## config.mk

```make
export PLATFORM = sky130hd
export DESIGN_NAME = fetch_unit_flat
export DESIGN_NICKNAME = d
export VERILOG_FILES = /design/src/rtl/fetch_pkg.sv /design/src/rtl/fetch_unit_if.sv /design/src/rtl/fetch_fifo.sv /design/src/rtl/fetch_unit.sv /design/src/flat_wrapper.sv
export SDC_FILE = /design/constraint.sdc
export NUM_CORES = 1
export LEC_CHECK = 0
export CAP_MARGIN = 40
export CORE_ASPECT_RATIO = 1.1
export CORE_UTILIZATION = 30
export CTS_BUF_LIST = sky130_fd_sc_hd__clkbuf_16
export CTS_CLUSTER_DIAMETER = 100
export DETAILED_ROUTE_END_ITERATION = 8
export PLACE_DENSITY_LB_ADDON = 0.12
export SLEW_MARGIN = 20
export SYNTH_ARGS = -nofsm -noshare
export SYNTH_HDL_FRONTEND = slang
export SYNTH_HIERARCHICAL = 1
export SYNTH_SLANG_ARGS = --single-unit
```

## constraint.sdc

```tcl
create_clock -name clk -period 8.3 [get_ports clk]
set_clock_uncertainty 0.05 [all_clocks]
set_input_delay 1.66 -clock clk [delete_from_list [all_inputs] [get_ports clk]]
set_output_delay 1.66 -clock clk [all_outputs]
set_load 0.03 [all_outputs]
```

## src/rtl/fetch_pkg.sv

```systemverilog
// Shared types and constants for the instruction fetch front end.
package fetch_pkg;
  localparam int XLEN = 32;
  localparam logic [XLEN-1:0] NOP_INSTR = 32'h00000013;

  typedef struct packed {
    logic [XLEN-1:0] pc;
    logic [XLEN-1:0] instr;
  } fetch_entry_t;
endpackage

```

## src/rtl/fetch_unit_if.sv

```systemverilog
// Decode-side valid/ready handshake of the fetch queue head.
interface fetch_unit_if;
  import fetch_pkg::*;
  logic            out_valid_o;
  logic            out_ready_i;
  logic [XLEN-1:0] out_pc_o;
  logic [XLEN-1:0] out_instr_o;

  modport master (output out_valid_o, output out_pc_o, output out_instr_o, input out_ready_i);
  modport slave  (input out_valid_o, input out_pc_o, input out_instr_o, output out_ready_i);
endinterface

```

## src/rtl/fetch_fifo.sv

```systemverilog
// Synchronous queue of fetched {pc, instr} pairs; presents a NOP head when empty.
module fetch_fifo
  import fetch_pkg::*;
#(
  parameter int DEPTH = 4
) (
  input  logic                     clk,
  input  logic                     reset,
  input  logic                     flush_i,
  input  logic                     push_i,
  input  fetch_entry_t             push_data_i,
  input  logic                     pop_i,
  output fetch_entry_t             head_o,
  output logic                     head_valid_o,
  output logic [$clog2(DEPTH):0]   count_o
);
  localparam int AW = $clog2(DEPTH);
  localparam int CW = AW + 1;

  fetch_entry_t    mem_q [DEPTH];
  logic [AW-1:0]   wr_ptr_q, rd_ptr_q;
  logic [CW-1:0]   count_q;
  logic            do_push, do_pop;

  assign do_pop  = pop_i && (count_q != '0);
  // A full queue still accepts a push when the head leaves in the same cycle.
  assign do_push = push_i && ((count_q != CW'(DEPTH)) || do_pop);

  always_ff @(posedge clk or negedge reset) begin
    if (!reset) begin
      wr_ptr_q <= '0;
      rd_ptr_q <= '0;
      count_q  <= '0;
    end else if (flush_i) begin
      wr_ptr_q <= '0;
      rd_ptr_q <= '0;
      count_q  <= '0;
    end else begin
      if (do_push) wr_ptr_q <= wr_ptr_q + AW'(1);
      if (do_pop)  rd_ptr_q <= rd_ptr_q + AW'(1);
      count_q <= count_q + CW'(do_push) - CW'(do_pop);
    end
  end

  always_ff @(posedge clk) begin
    if (do_push && !flush_i) mem_q[wr_ptr_q] <= push_data_i;
  end

  assign head_valid_o = (count_q != '0);
  assign count_o      = count_q;

  always_comb begin
    head_o.pc    = '0;
    head_o.instr = NOP_INSTR;
    if (head_valid_o) head_o = mem_q[rd_ptr_q];
  end
endmodule

```

## src/rtl/fetch_unit.sv

```systemverilog
// Fetch front end: PC generation, one-deep in-flight tracking, credit-based queueing, redirect.
// Optional echo-PC check enabled by defining FETCH_PC_CHECK_EN.
module fetch_unit
  import fetch_pkg::*;
#(
  parameter logic [XLEN-1:0] RESET_PC   = 32'h00000000,
  parameter int              FIFO_DEPTH = 4
) (
  input  logic              clk,
  input  logic              reset,
  output logic [XLEN-1:0]   mem_pc_o,
  input  logic [XLEN-1:0]   mem_pc_i,
  input  logic [XLEN-1:0]   mem_instr_i,
  input  logic              redirect_i,
  input  logic [XLEN-1:0]   redirect_pc_i,
  fetch_unit_if.master      dec,
  output logic              pc_mismatch_o
);
  localparam int CW = $clog2(FIFO_DEPTH) + 1;

  logic [XLEN-1:0] fetch_pc_q, fetch_pc_d;
  logic            inflight_q, inflight_d;
  logic [CW-1:0]   count;
  logic            issue, push, pop, head_valid;
  fetch_entry_t    head, push_data;

  // Queued entries plus the outstanding response must never exceed capacity.
  assign issue = !redirect_i && ((count + CW'(inflight_q)) < CW'(FIFO_DEPTH));
  assign push  = inflight_q && !redirect_i;
  assign pop   = head_valid && dec.out_ready_i;

  assign push_data.pc    = mem_pc_i;
  assign push_data.instr = mem_instr_i;

  always_comb begin
    fetch_pc_d = fetch_pc_q;
    inflight_d = 1'b0;
    if (redirect_i) begin
      fetch_pc_d = {redirect_pc_i[XLEN-1:2], 2'b00};
    end else if (issue) begin
      fetch_pc_d = fetch_pc_q + XLEN'(4);
      inflight_d = 1'b1;
    end
  end

  always_ff @(posedge clk or negedge reset) begin
    if (!reset) begin
      fetch_pc_q <= RESET_PC;
      inflight_q <= 1'b0;
    end else begin
      fetch_pc_q <= fetch_pc_d;
      inflight_q <= inflight_d;
    end
  end

  assign mem_pc_o = fetch_pc_q;

  fetch_fifo #(.DEPTH(FIFO_DEPTH)) u_fifo (
    .clk          (clk),
    .reset        (reset),
    .flush_i      (redirect_i),
    .push_i       (push),
    .push_data_i  (push_data),
    .pop_i        (pop),
    .head_o       (head),
    .head_valid_o (head_valid),
    .count_o      (count)
  );

  assign dec.out_valid_o = head_valid;
  assign dec.out_pc_o    = head.pc;
  assign dec.out_instr_o = head.instr;

`ifdef FETCH_PC_CHECK_EN
  logic [XLEN-1:0] exp_pc_q, exp_pc_d;
  logic            mismatch_q, mismatch_d;
  logic            unused_ok;

  always_comb begin
    exp_pc_d   = exp_pc_q;
    mismatch_d = mismatch_q;
    if (issue) exp_pc_d = fetch_pc_q;
    if (push && (mem_pc_i != exp_pc_q)) mismatch_d = 1'b1;
  end

  always_ff @(posedge clk or negedge reset) begin
    if (!reset) begin
      exp_pc_q   <= RESET_PC;
      mismatch_q <= 1'b0;
    end else begin
      exp_pc_q   <= exp_pc_d;
      mismatch_q <= mismatch_d;
    end
  end

  assign pc_mismatch_o = mismatch_q;
  assign unused_ok     = ^redirect_pc_i[1:0];
`else
  logic unused_ok;
  assign pc_mismatch_o = 1'b0;
  assign unused_ok     = ^{redirect_pc_i[1:0], mem_pc_i};
`endif
endmodule

```

## src/flat_wrapper.sv

```systemverilog
// flat-port wrapper written by rule: the top's interface ports become plain ports
module fetch_unit_flat import fetch_pkg::*;
#(
  parameter logic [XLEN-1:0] RESET_PC   = 32'h00000000,
  parameter int              FIFO_DEPTH = 4
)
  (clk, reset, mem_pc_o, mem_pc_i, mem_instr_i, redirect_i, redirect_pc_i, pc_mismatch_o, dec_out_valid_o, dec_out_pc_o, dec_out_instr_o, dec_out_ready_i);
  fetch_unit_if dec_i ();
  input  logic clk;
  input  logic reset;
  output logic [XLEN-1:0] mem_pc_o;
  input  logic [XLEN-1:0] mem_pc_i;
  input  logic [XLEN-1:0] mem_instr_i;
  input  logic redirect_i;
  input  logic [XLEN-1:0] redirect_pc_i;
  output logic pc_mismatch_o;
  output wire logic [$bits(dec_i.out_valid_o)-1:0] dec_out_valid_o;
  output wire logic [$bits(dec_i.out_pc_o)-1:0] dec_out_pc_o;
  output wire logic [$bits(dec_i.out_instr_o)-1:0] dec_out_instr_o;
  input wire logic [$bits(dec_i.out_ready_i)-1:0] dec_out_ready_i;
  assign dec_out_valid_o = dec_i.out_valid_o;
  assign dec_out_pc_o = dec_i.out_pc_o;
  assign dec_out_instr_o = dec_i.out_instr_o;
  assign dec_i.out_ready_i = dec_out_ready_i;
  fetch_unit #(.RESET_PC(RESET_PC), .FIFO_DEPTH(FIFO_DEPTH)) u_core (.clk(clk), .reset(reset), .mem_pc_o(mem_pc_o), .mem_pc_i(mem_pc_i), .mem_instr_i(mem_instr_i), .redirect_i(redirect_i), .redirect_pc_i(redirect_pc_i), .dec(dec_i), .pc_mismatch_o(pc_mismatch_o));
endmodule
```

==> flow_results.xml, run 1 <==
<?xml version="1.0" encoding="UTF-8"?>
<metrics>
  <group name="run">
    <metric name="maxCapViolations" unit="">0</metric>
  </group>
  <group name="global_route">
    <metric name="grt_pass1_wl" unit="mm">44.0</metric>
    <metric name="first_global_vias" unit="">7326</metric>
    <metric name="grt_antenna_before_repair" unit="">2</metric>
    <metric name="grt_max_degree" unit="">55</metric>
    <metric name="grt.overflow.total" unit="">0</metric>
    <metric name="overall_fraction_of_global_route_tracks_in_use" unit="%">13.9</metric>
  </group>
  <group name="min_path">
    <metric name="holdCritStartpoint" unit="">u_core/mem_pc_o[31]</metric>
    <metric name="hold_class" unit="">flop to flop</metric>
    <metric name="min_delay_path_depth" unit="">3</metric>
    <metric name="min_to" unit="">u_core/mem_pc_o[31]</metric>
  </group>
  <group name="die">
    <metric name="die_w" unit="um">194</metric>
    <metric name="number_of_top_level_pins" unit="">198</metric>
    <metric name="standard_cell_row_count" unit="">77</metric>
    <metric name="die-height" unit="um">213</metric>
    <metric name="design.core.area" unit="sq um">40100</metric>
    <metric name="dieArea" unit="sq um">41400</metric>
    <metric name="initial_core_util" unit="%">30.4</metric>
  </group>
  <group name="power">
    <metric name="p_int" unit="W">0.00292</metric>
    <metric name="leakagePower" unit="nW">5.12</metric>
    <metric name="power.share.combinational" unit="%">31.5</metric>
    <metric name="power_frac_seq" unit="%">40.4</metric>
    <metric name="power_density" unit="nW/um^2">275</metric>
    <metric name="netSwitchingFraction" unit="%">32.0</metric>
    <metric name="netSwitchingPower" unit="W">0.00138</metric>
    <metric name="vdd_drop_max" unit="uV">110</metric>
    <metric name="power.share.clock" unit="%">28.1</metric>
  </group>
  <group name="timing">
    <metric name="setup_viol" unit="">0</metric>
    <metric name="whs" unit="ns">0.532</metric>
    <metric name="finalHoldViolations" unit="">0</metric>
    <metric name="timing.final.ws_setup" unit="ns">3.10</metric>
    <metric name="grt_setup_unrepaired" unit="">no</metric>
    <metric name="drv_slew" unit="">0</metric>
    <metric name="finalCriticalPeriod" unit="ns">5.20</metric>
    <metric name="finalCritPeriodShare" unit="%">62.6</metric>
    <metric name="maxClockFrequency" unit="MHz">192</metric>
    <metric name="slew_headroom" unit="%">46.7</metric>
    <metric name="totalNegativeSetupSlack" unit="ns">0</metric>
    <metric name="tightest_slew" unit="ns">0.800</metric>
  </group>
  <group name="drt">
    <metric name="avgRoutedWirePerCell" unit="um">19.6</metric>
    <metric name="drc" unit="">0</metric>
    <metric name="drt.antenna.violating_nets" unit="">0</metric>
    <metric name="viasPerCell" unit="">4.80</metric>
    <metric name="drt_first_pass_iters" unit="">4</metric>
    <metric name="drt-total-wl" unit="mm">28.4</metric>
    <metric name="drt-initial-drc-count" unit="">255</metric>
    <metric name="via_count" unit="">6932</metric>
  </group>
  <group name="place">
    <metric name="detailedPlacementHpwl" unit="mm">17.1</metric>
    <metric name="dpl_cell_area" unit="sq um">14700</metric>
    <metric name="io_buffers" unit="">192</metric>
    <metric name="detailedPlace.worstSlack" unit="ns">3.45</metric>
    <metric name="gp_congestion" unit="">0.713</metric>
  </group>
  <group name="worst_setup_path">
    <metric name="setup.reg_to_reg.worst_slack" unit="ns">3.85</metric>
    <metric name="crit_type" unit="">flop to output pin</metric>
    <metric name="worstReg2RegStart" unit="">u_core/u_fifo/count_o[1]</metric>
    <metric name="cp_data_arrival_time" unit="ns">3.49</metric>
    <metric name="critical_path.endpoint_type" unit="">output pin</metric>
    <metric name="reg2reg_to" unit="">u_core/u_fifo/count_o[2]</metric>
    <metric name="cp.required" unit="ns">6.59</metric>
    <metric name="worstPathMaxFanout" unit="">46</metric>
    <metric name="setup.worst_path.start_class" unit="">flop</metric>
    <metric name="rr_worst_depth" unit="">14</metric>
  </group>
  <group name="synthesis">
    <metric name="mappedNetlistArea" unit="sq um">12200</metric>
    <metric name="sequential_cell_area_fraction_in_the_yosys_report" unit="%">70.9</metric>
    <metric name="synth_area_per_inst" unit="sq um">17.4</metric>
    <metric name="synth-warning-count" unit="">6</metric>
    <metric name="synth_cell_types" unit="">51</metric>
    <metric name="synth-edff-count" unit="">256</metric>
    <metric name="synthCells" unit="">700</metric>
    <metric name="yosys_register_bits" unit="">294</metric>
    <metric name="ys_async_sr_fraction" unit="%">12.9</metric>
    <metric name="synth_ff_type" unit="">edfxtp_1</metric>
  </group>
  <group name="final_layout">
    <metric name="design_area" unit="sq um">15600</metric>
    <metric name="top_library_cells_by_usage_in_the_layout_fill_and_taps_aside" unit="">edfxtp_1, clkdlybuf4s50_1, and2_1</metric>
    <metric name="mostFrequentLayoutCell" unit="">edfxtp_1</metric>
    <metric name="drive_above_1_share" unit="%">15.0</metric>
    <metric name="synthToLayoutAreaGrowth" unit="%">28.2</metric>
    <metric name="fin_nets" unit="">1018</metric>
    <metric name="layout.core_utilization" unit="%">39.0</metric>
    <metric name="antenna_cells_inserted" unit="">0</metric>
  </group>
  <group name="cts">
    <metric name="clockRootBuffer" unit="">clkbuf_16</metric>
    <metric name="worst_skew_pair_latency" unit="ns">0.56</metric>
    <metric name="clock_sinks" unit="">294</metric>
    <metric name="tritoncts" unit="">built</metric>
    <metric name="postCtsSetupBuffers" unit="">0</metric>
    <metric name="cts.hold.buffers_added" unit="">0</metric>
    <metric name="post_cts.resized_instances" unit="">0</metric>
    <metric name="numCtsBuffers" unit="">31</metric>
    <metric name="clk_transition_reported_paths" unit="ns">0.06</metric>
    <metric name="htree_num_levels" unit="">1</metric>
    <metric name="max-clock-path-buffers" unit="">3</metric>
  </group>
  <group name="outcome">
    <metric name="outcome" unit="">finished, final reports clean</metric>
  </group>
</metrics>
-- through the flow --
stage               power [W]  instances
floorplan             0.00257        702
global placement      0.00315       1386
detailed placement    0.00315       1388
CTS                   0.00439       1443
global route          0.00452       1445
finish                0.00430       1445
-- final cells by class --
class / count / area, sq um
inverters: 19 / 71.3
fillers: 3749 / 24500
repair buffers: 211 / 2080
flip-flops and latches: 294 / 8640
clock inverters: 24 / 101
well taps: 513 / 642
clock buffers: 31 / 776
multi-input cells: 353 / 3310
-- synth_stat cells, types with 2 or more instances --
master    instances  share of area, %
edfxtp_1        256                63
and2_1           65               3.3
mux4_2           64                12
dfrtp_1          38               7.8
nor2_1           26              0.80
nand2_1          22              0.68
nand3_1          20              0.82
clkbuf_1         18              0.55
inv_1            18              0.55
nand4_1          16              0.82
a31oi_1          13              0.67
or4_1            13              0.80
o21ai_0          10              0.41
buf_2             9              0.37
o31ai_1           8              0.49
and3_1            7              0.36
ha_1              7              0.72
nor2b_1           7              0.36
a31o_2            6              0.43
buf_6             5              0.46
nor3_1            5              0.21
nor4_1            5              0.26
o211ai_1          5              0.31
a22oi_1           4              0.25
and4_1            4              0.29
mux2i_1           4              0.33
nand2b_1          4              0.21
nor3b_1           4              0.25
xnor2_1           4              0.29
a21oi_1           3              0.12
buf_4             3              0.18
mux2_2            3              0.28
or2_1             3              0.15
nand4b_1          2              0.14
or3_1             2              0.10
xor2_1            2              0.14
-- critical path: stages (launching register included) --
cell and delay, ns:
dfrtp_1 0.46, nor3_2 0.48, clkinv_1 0.62, buf_4 0.50
and2_1 0.24, clkdlybuf4s50_1 0.60
-- registers in the layout (all words and copies together), names as in the netlist --
signal,count
u_core/u_fifo/wr_ptr_q,2
u_core/u_fifo/count_o,3
u_core/mem_pc_o,30
u_core/inflight_q,1
u_core/u_fifo/rd_ptr_q,2
u_core/u_fifo/mem_q,256
-- how the worst max path moves through the flow --
stage | start | end | slack, ns | depth (start not counted)
finish | u_core/u_fifo/count_o[1] | dec_out_instr_o[11] | 3.10 | 5
global route | u_core/u_fifo/count_o[1] | dec_out_instr_o[19] | 2.81 | 5
CTS | u_core/u_fifo/rd_ptr_q[0] | dec_out_pc_o[17] | 2.84 | 4
detailed placement | u_core/u_fifo/rd_ptr_q[0] | dec_out_pc_o[17] | 3.45 | 4
global placement | u_core/u_fifo/rd_ptr_q[0] | dec_out_pc_o[17] | 3.46 | 4
floorplan | redirect_i | u_core/u_fifo/mem_q[0][0] | 0.51 | 6
-- kinds of logic (layout without fill, tap and decap cells) --
family                   Yosys count  after routing  share of synthesized area, %
flip-flops                       294            294                          70.9
AND/OR/NAND/NOR                  209            209                          9.92
multiplexers                      71             71                          12.4
AO/OA/AOI/OAI                     56             56                          3.21
buffers and inverters             55            285                          2.19
adder cells (fa/ha/maj)            8              8                         0.883
XOR/XNOR                           6              6                         0.431
other                              1              3                        0.0308
-- power groups by stage --
stage	clock network (W)	logic, W	registers [W]
after CTS	0.00126	0.00137	0.00175
after floorplan	0	0.000792	0.00178
after global placement	0	0.00136	0.00178
after detailed placement	0	0.00137	0.00178
after global routing	0.00132	0.00146	0.00175
final	0.00121	0.00136	0.00174
-- metal layers --
layer,GRT usage (%),vias up,part of all wire [%]
li1,-,3196,-
met1,18.3,3517,44
met2,23.5,181,49
met3,2.86,34,5.0
met4,3.48,4,1.4
met5,0,-,0.092
No activity file was read; power rests on OpenSTA's default activity.
==> run 2, diff against run 1 <==
==> constraint.sdc (replaced) <==
create_clock -name clk -period 4.9 [get_ports clk]
set_clock_uncertainty 0.05 [all_clocks]
set_input_delay 0.98 -clock clk [delete_from_list [all_inputs] [get_ports clk]]
set_output_delay 0.98 -clock clk [all_outputs]
set_load 0.03 [all_outputs]
==> run 2 against run 1 <==
Effect of this change: global-route usage rose by 0.34 points; largest cell class unchanged; setup slack got worse by 2.2 ns; clock power rose by 95%; total power rose by 77%; largest power group unchanged; sequential power rose by 69%.
==> flow_results.xml, run 2 (same netlist as run 1, synthesis figures left out) <==
<?xml version="1.0" encoding="UTF-8"?>
<metrics>
  <group name="worst_setup_path">
    <metric name="cp.required" unit="ns">3.87</metric>
    <metric name="cp_slowest_stage_delay" unit="ns">0.70</metric>
    <metric name="path_buf_inv" unit="">2</metric>
    <metric name="timing.critical_path.max_delay_family" unit="">buffers and inverters</metric>
    <metric name="critical_path.endpoint_type" unit="">output pin</metric>
    <metric name="critical_path.cell_chain" unit="">buf_12, mux4_2, and2_1, clkdlybuf4s50_1</metric>
    <metric name="crit_type" unit="">flop to output pin</metric>
    <metric name="setup.reg_to_reg.worst_slack" unit="ns">1.58</metric>
    <metric name="setup.worst_path.start_class" unit="">flop</metric>
    <metric name="timing.critical_path.slowest_stage_cell" unit="">dfrtp_4</metric>
    <metric name="cp_data_arrival_time" unit="ns">2.92</metric>
    <metric name="worstPathMaxFanout" unit="">35</metric>
  </group>
  <group name="drt">
    <metric name="drt_first_pass_iters" unit="">4</metric>
    <metric name="via_count" unit="">7036</metric>
    <metric name="viasPerCell" unit="">4.85</metric>
    <metric name="drt.antenna.violating_nets" unit="">0</metric>
    <metric name="avgRoutedWirePerCell" unit="um">19.9</metric>
    <metric name="drt-initial-drc-count" unit="">302</metric>
    <metric name="drc" unit="">0</metric>
    <metric name="drt-total-wl" unit="mm">28.9</metric>
  </group>
  <group name="final_layout">
    <metric name="antenna_cells_inserted" unit="">0</metric>
    <metric name="largest_register_ffs" unit="">256</metric>
    <metric name="drive_above_1_share" unit="%">15.4</metric>
    <metric name="top_register" unit="">u_core/u_fifo/mem_q</metric>
    <metric name="mostFrequentLayoutCell" unit="">edfxtp_1</metric>
    <metric name="fin_nets" unit="">1022</metric>
    <metric name="synthToLayoutAreaGrowth" unit="%">29.7</metric>
    <metric name="design_area" unit="sq um">15800</metric>
    <metric name="top_library_cells_by_usage_in_the_layout_fill_and_taps_aside" unit="">edfxtp_1, clkdlybuf4s50_1, and2_1</metric>
  </group>
  <group name="timing">
    <metric name="finalCriticalPeriod" unit="ns">3.95</metric>
    <metric name="setup_viol" unit="">0</metric>
    <metric name="drv_slew" unit="">0</metric>
    <metric name="grt_setup_unrepaired" unit="">no</metric>
    <metric name="slew_headroom" unit="%">47.0</metric>
    <metric name="finalCritPeriodShare" unit="%">80.7</metric>
    <metric name="tightest_slew" unit="ns">0.795</metric>
    <metric name="finalHoldViolations" unit="">0</metric>
    <metric name="maxClockFrequency" unit="MHz">253</metric>
    <metric name="whs" unit="ns">0.374</metric>
  </group>
  <group name="place">
    <metric name="detailedPlacementHpwl" unit="mm">17.2</metric>
    <metric name="gp_congestion" unit="">0.718</metric>
    <metric name="io_buffers" unit="">192</metric>
    <metric name="dpl_cell_area" unit="sq um">14800</metric>
  </group>
  <group name="cts">
    <metric name="max-clock-path-buffers" unit="">3</metric>
    <metric name="clockRootBuffer" unit="">clkbuf_16</metric>
    <metric name="worst_skew_pair_latency" unit="ns">0.51</metric>
    <metric name="postCtsSetupBuffers" unit="">0</metric>
    <metric name="clock_sinks" unit="">294</metric>
    <metric name="cts.hold.buffers_added" unit="">0</metric>
    <metric name="post_cts.resized_instances" unit="">0</metric>
    <metric name="clk_transition_reported_paths" unit="ns">0.06</metric>
    <metric name="tritoncts" unit="">built</metric>
    <metric name="numCtsBuffers" unit="">34</metric>
    <metric name="htree_num_levels" unit="">2</metric>
  </group>
  <group name="die">
    <metric name="number_of_top_level_pins" unit="">198</metric>
    <metric name="initial_core_util" unit="%">30.4</metric>
    <metric name="dieArea" unit="sq um">41400</metric>
    <metric name="standard_cell_row_count" unit="">77</metric>
    <metric name="die_w" unit="um">194</metric>
    <metric name="die-height" unit="um">213</metric>
    <metric name="design.core.area" unit="sq um">40100</metric>
  </group>
  <group name="global_route">
    <metric name="grt.overflow.total" unit="">0</metric>
    <metric name="grt_pass1_wl" unit="mm">44.5</metric>
    <metric name="first_global_vias" unit="">7295</metric>
    <metric name="grt_max_degree" unit="">63</metric>
    <metric name="overall_fraction_of_global_route_tracks_in_use" unit="%">14.2</metric>
    <metric name="grt_antenna_before_repair" unit="">3</metric>
  </group>
  <group name="power">
    <metric name="power_density" unit="nW/um^2">481</metric>
    <metric name="total_power" unit="W">0.00760</metric>
    <metric name="vdd_drop_max" unit="uV">220</metric>
    <metric name="leakagePower" unit="nW">5.22</metric>
  </group>
  <group name="run">
    <metric name="maxCapViolations" unit="">0</metric>
  </group>
  <group name="min_path">
    <metric name="hold_class" unit="">input port to async pin</metric>
  </group>
  <group name="outcome">
    <metric name="outcome" unit="">finished, final reports clean</metric>
  </group>
</metrics>
[run 2: cell count changes in the layout (fill, tap and decap cells not counted), sizes merged]
cell / change
buf: +1
clkbuf: +4
bufinv: +2
clkinv: -7
inv: +6
[run 2: worst reg2reg max path, delay by kind of cell (launching register included)]
family                   cells  cell delay (ns)
AO/OA/AOI/OAI                1             0.38
adder cells (fa/ha/maj)      3             0.77
AND/OR/NAND/NOR              4             0.96
flip-flops                   1             0.46
XOR/XNOR                     1             0.16
buffers and inverters        4             0.48
[run 2: worst paths after layout]
kind,startpoint,endpoint,cells after the start
worst max-delay path,u_core/u_fifo/rd_ptr_q[0],dec_out_pc_o[17],4
worst min-delay path,reset,u_core/mem_pc_o[21],1
worst max register to register,u_core/u_fifo/count_o[1],u_core/u_fifo/count_o[2],13
worst min register to register,u_core/mem_pc_o[31],u_core/mem_pc_o[31],3
max in group asynchronous,reset,u_core/u_fifo/rd_ptr_q[0],2
min in group clk,u_core/mem_pc_o[31],u_core/mem_pc_o[31],3
[run 2: routing by layer]
metal	vias up	global-route usage, %	share of wire (%)
li1	3207	-	-
met1	3570	18.5	43
met2	208	23.8	49
met4	6	4.19	1.8
met5	-	0	0.13
met3	45	3.24	5.4
[run 2: power breakdown]
part / internal (W) / switching, W
Clock: 0.00139 / 0.000967
Sequential: 0.00283 / 0.000112
Combinational: 0.000990 / 0.00131
Total: 0.00521 / 0.00239
[run 2: per-stage QoR]
step                utilization (%)  TNS (ns)  setup WS, ns  cells
CTS                            39.4         0         0.816   1450
global placement               36.7         0          1.28   1388
finish                         39.4         0         0.947   1451
global route                   39.4         0         0.760   1451
floorplan                         -   -566.11         -2.21    702
detailed placement             36.8         0          1.28   1390
[run 2: cell type report]
| cell class | count | area [sq um] |
|---|---|---|
| fillers | 3681 | 24300 |
| flip-flops and latches | 294 | 8640 |
| multi-input cells | 353 | 3310 |
| repair buffers | 212 | 2110 |
| clock buffers | 35 | 876 |
| well taps | 513 | 642 |
| clock inverters | 25 | 158 |
| inverters | 19 | 71.3 |
